### config.mk
export PLATFORM = sky130hd
export DESIGN_NAME = ao_rad4_seq_mult
export DESIGN_NICKNAME = d
export VERILOG_FILES = /design/src/rtl/ao_rad4_seq_mult.sv
export SDC_FILE = /design/constraint.sdc
export NUM_CORES = 1
export LEC_CHECK = 0
export CORE_ASPECT_RATIO = 1.4
export CORE_MARGIN = 1
export CORE_UTILIZATION = 57
export DETAILED_ROUTE_END_ITERATION = 10
export PLACE_DENSITY = 0.81
export SETUP_SLACK_MARGIN = 0.2
export SKIP_LAST_GASP = 1
export SLEW_MARGIN = 10
export SYNTH_ARGS = -nofsm -noshare
export SYNTH_HDL_FRONTEND = slang
export SYNTH_SLANG_ARGS = --single-unit
### constraint.sdc
create_clock -name clk -period 8.4 [get_ports clk]
set_input_delay 1.68 -clock clk [delete_from_list [all_inputs] [get_ports clk]]
set_output_delay 1.68 -clock clk [all_outputs]
set_load 0.02 [all_outputs]
### src/rtl/ao_rad4_seq_mult.sv
// Sequential signed radix-4 Booth multiplier: one Booth digit per cycle.
// A per-transaction skip drops the K lowest digits, trading accuracy for latency.
module ao_rad4_seq_mult #(
    parameter int WIDTH = 16,
    parameter int SKW   = $clog2(WIDTH / 2)
) (
    input  logic                   clk,
    input  logic                   rst_n,
    input  logic                   in_valid,
    output logic                   in_ready,
    input  logic [WIDTH-1:0]       x,
    input  logic [WIDTH-1:0]       y,
    input  logic [SKW-1:0]         skip,
    output logic                   out_valid,
    input  logic                   out_ready,
    output logic [2*WIDTH-1:0]     p,
    output logic                   busy
);
    localparam int N  = WIDTH / 2;
    localparam int IW = $clog2(N);

    typedef enum logic [1:0] {
        S_IDLE = 2'd0,
        S_CALC = 2'd1,
        S_DONE = 2'd2
    } state_t;

    state_t               state_reg, state_next;
    logic                 in_ready_reg;
    logic [WIDTH-1:0]     x_reg;
    logic [WIDTH:0]       y_ext_reg;       // y with the implicit y[-1] = 0 appended
    logic [IW-1:0]        idx_reg, idx_next;
    logic [2*WIDTH-1:0]   acc_reg, acc_next;

    logic                 accept;
    logic                 last_digit;
    logic [IW-1:0]        k_sat;
    logic [IW:0]          bit_pos;
    logic [2:0]           triplet;
    logic                 one, two, neg;
    logic [WIDTH:0]       mag;
    logic [WIDTH:0]       pp_inv;
    logic [2*WIDTH-1:0]   pp_ext;

    assign accept     = in_valid && in_ready_reg && (state_reg == S_IDLE);
    assign last_digit = (idx_reg == IW'(N - 1));
    assign k_sat      = (int'(skip) > N - 1) ? IW'(N - 1) : IW'(skip);

    // Booth recoding of the current digit into one/two/sign controls.
    assign bit_pos = {idx_reg, 1'b0};
    assign triplet = 3'(y_ext_reg >> bit_pos);
    assign one     = triplet[1] ^ triplet[0];
    assign two     = (triplet == 3'b100) || (triplet == 3'b011);
    assign neg     = triplet[2];

    always_comb begin
        mag = '0;
        if (two) begin
            mag = {x_reg, 1'b0};
        end else if (one) begin
            mag = {x_reg[WIDTH-1], x_reg};
        end
    end

    // Negate as invert-plus-one after sign extension so that -2*min(x) stays exact.
    assign pp_inv = mag ^ {(WIDTH + 1){neg}};
    assign pp_ext = {{(WIDTH - 1){pp_inv[WIDTH]}}, pp_inv} + (2 * WIDTH)'(neg);

    always_ff @(posedge clk) begin
        if (!rst_n) begin
            state_reg <= S_IDLE;
        end else begin
            state_reg <= state_next;
        end
    end

    always_comb begin
        state_next = state_reg;
        idx_next   = idx_reg;
        acc_next   = acc_reg;
        case (state_reg)
            S_IDLE: begin
                if (accept) begin
                    state_next = S_CALC;
                    idx_next   = k_sat;
                    acc_next   = '0;
                end
            end
            S_CALC: begin
                acc_next = acc_reg + (pp_ext << bit_pos);
                if (last_digit) begin
                    state_next = S_DONE;
                end else begin
                    idx_next = idx_reg + IW'(1);
                end
            end
            S_DONE: begin
                if (out_ready) begin
                    state_next = S_IDLE;
                end
            end
            default: begin
                state_next = S_IDLE;
            end
        endcase
    end

    always_ff @(posedge clk) begin
        if (!rst_n) begin
            in_ready_reg <= 1'b0;
            x_reg        <= '0;
            y_ext_reg    <= '0;
            idx_reg      <= '0;
            acc_reg      <= '0;
        end else begin
            in_ready_reg <= (state_next == S_IDLE);
            if (accept) begin
                x_reg     <= x;
                y_ext_reg <= {y, 1'b0};
            end
            idx_reg <= idx_next;
            acc_reg <= acc_next;
        end
    end

    always_comb begin
        out_valid = (state_reg == S_DONE);
        busy      = (state_reg != S_IDLE);
    end

    assign in_ready = in_ready_reg;
    assign p        = acc_reg;

endmodule

==> metrics.cfg <==
[clocking]
cts_tree=built
clkTransAtPathRegs_ns=0.06
cts_resized=0
clock_path_buffers=2
clkLatencyLatePin_ns=0.34
cts_root_buffer=clkbuf_16
post_cts_buffers=0
cts_inserted_buffers=9
clock-sinks=70
cts-hold-fix-buffers=0
htree_levels=3

[synthesis]
yosysUniqueCellTypes=70
synthFlopType=dfxtp_1
syn_avg_cell_area_um2=7.41
ys_seq_area_frac=0.215
syn_nets=963
yosysWarnings=0
synth_edf_count=0
postSynth.asyncResetShare=0
synthesis.area_mm2=0.00653
synthCells=881
ys_ff_latch=70

[worst_setup_path]
critPathMaxStageDelay_ns=0.56
worst_path_most_repeated_cell=nand2_1
critPathKind=register to register
cp.required_ns=8.66
slowest_stage=inv_1
end_kind=register
crit_fanout=31
crit_path_start_kind=register
worstPathArrival_ns=7.58

[drt]
ant_nets=0
viasPerCell=6.21
vias=6608
drcViolationCount=0
drt_pre_antenna_iters=5
finalWirelength_mm=19.0
wl_per_cell_um=17.8
drtIter0Drc=374

[place]
dp_slack_ns=1.28
place_congestion=0.940
hpwl_mm=14.0
port_buffers=73

[sta]
maxSlewViolCount=0
rsz0062_at_grt=false
fin_skew_ns=0.00629
worst_pin_slew_ns=1.11
finalCritPeriodShare=0.872
max_freq_mhz=137
hold_viol_final=0
final.min_clock_period_ns=7.32
relSlewSlack=0.259
hold_ws_ns=0.465
setup_violations=0
finalSetupTns_ns=0
setup_ws_ns=1.08

[global_route]
grt_start_max_net_pins=61
grt_pass1_wl_mm=30.6
grt_pass1_vias=6482
antenna_found_initial=0
track_usage=0.324
grt-ovfl-total=0

[pwr]
p_leak_nw=2.91
peakVddDrop_mv=0.116
power_density_mw_per_mm2=163

[floorplan]
initial_core_util=0.594
design.portCount=74
rows=45
coreArea_mm2=0.0110
die_area_mm2=0.0119
die-height_um=129
die_w_um=92.4

[cells_and_area]
largest_reg_flops=32
drive_gt1_frac=0.0748
area_growth_pct=17.0
mostFrequentLayoutCell=nand2_1
diodes=0
final_cell_mix=165 x nand2_1, 73 x clkdlybuf4s50_1, 69 x dfxtp_1
nets=1000

[min_path]
hold_path.class=register to register

[run]
maxCapViolations=0

[status]
status=finished clean

[per-stage QoR]
stage / utilization / power (mW) / instance area (µm²) / std cells
CTS: 0.695 / 1.25 / 7630 / 1064
global placement: 0.661 / 0.756 / 7260 / 1048
finish: 0.695 / 1.25 / 7630 / 1064
detailed placement: 0.661 / 0.764 / 7260 / 1048
global route: 0.695 / 1.31 / 7630 / 1064
floorplan: - / 0.657 / 6530 / 881
[kinds of logic after synthesis]
logic type      share of synthesized area
fa+ha+maj                          0.0836
simple gates                        0.248
buf+inv                            0.0470
mux                                0.0832
compound gates                      0.275
xor+xnor                           0.0479
flops                               0.215
[cell usage after synthesis, types with 8 or more instances]
master / number / area [µm²]
mux2i_1: 25 / 250
nand4_1: 9 / 56.3
a21boi_0: 47 / 353
mux2_2: 9 / 101
dfxtp_1: 70 / 1400
o21ai_0: 66 / 330
nand2b_1: 8 / 50.1
o21a_1: 8 / 60.1
a21o_1: 12 / 90.1
nor2b_1: 10 / 62.6
nand2_1: 165 / 619
and2_1: 18 / 113
nand3_1: 38 / 190
clkbuf_1: 43 / 161
xor2_1: 16 / 140
a211oi_1: 8 / 60.1
a31oi_1: 14 / 87.6
and3_1: 12 / 75.1
nand3b_1: 10 / 75.1
ha_1: 42 / 526
inv_1: 11 / 41.3
nor3_1: 19 / 95.1
a21oi_1: 62 / 310
nor2_1: 46 / 173
xnor2_1: 16 / 140
[routing by layer]
| layer | vias up | track usage | routed length [µm] |
|---|---|---|---|
| li1 | 3237 | - | - |
| met1 | 3116 | 0.362 | 7510 |
| met2 | 219 | 0.600 | 9900 |
| met3 | 36 | 0.0508 | 1010 |
| met4 | 0 | 0.138 | 571 |
| met5 | - | 0 | 0 |
[area by class of cell]
class,count,area (µm²)
Clock inverter,7,146
Sequential cell,70,1400
Tap cell,141,176
Clock buffer,9,225
Inverter,12,45.0
Timing Repair Buffer,84,813
Multi-Input combinational cell,741,4820
Fill cell,941,3350
[path summary, 6_finish.rpt]
check / from / to / slack (ns) / cells after the start
hold reg to reg: y_ext_reg[13]$_SDFFE_PN0P_ / y_ext_reg[13]$_SDFFE_PN0P_ / 0.47 / 2
hold / removal: y_ext_reg[13]$_SDFFE_PN0P_ / y_ext_reg[13]$_SDFFE_PN0P_ / 0.47 / 2
setup reg to reg: idx_reg[0]$_SDFFE_PN0P_ / p[31]$_SDFFE_PN0P_ / 1.08 / 31
setup / recovery: idx_reg[0]$_SDFFE_PN0P_ / p[31]$_SDFFE_PN0P_ / 1.08 / 31
[worst max-delay path: cells and delay by family (launching register included)]
family	cells	cell delay (ns)
buffers and inverters	4	1.06
DFF	1	0.30
xor gates and xnor gates	1	0.18
AOI/OAI and AO/OA	10	2.67
muxes	3	0.61
and+or+nand+nor	10	1.60
adders and majority gates	3	0.81
[where the power goes]
part | total, mW | leakage, nW | internal [mW] | switching [mW]
sequential | 0.370 | 0.569 | 0.349 | 0.0211
combinational | 0.394 | 2.16 | 0.157 | 0.237
clock | 0.483 | 0.180 | 0.322 | 0.161
total | 1.25 | 2.91 | 0.827 | 0.419
Note: power is estimated with default switching activity, not from simulation.
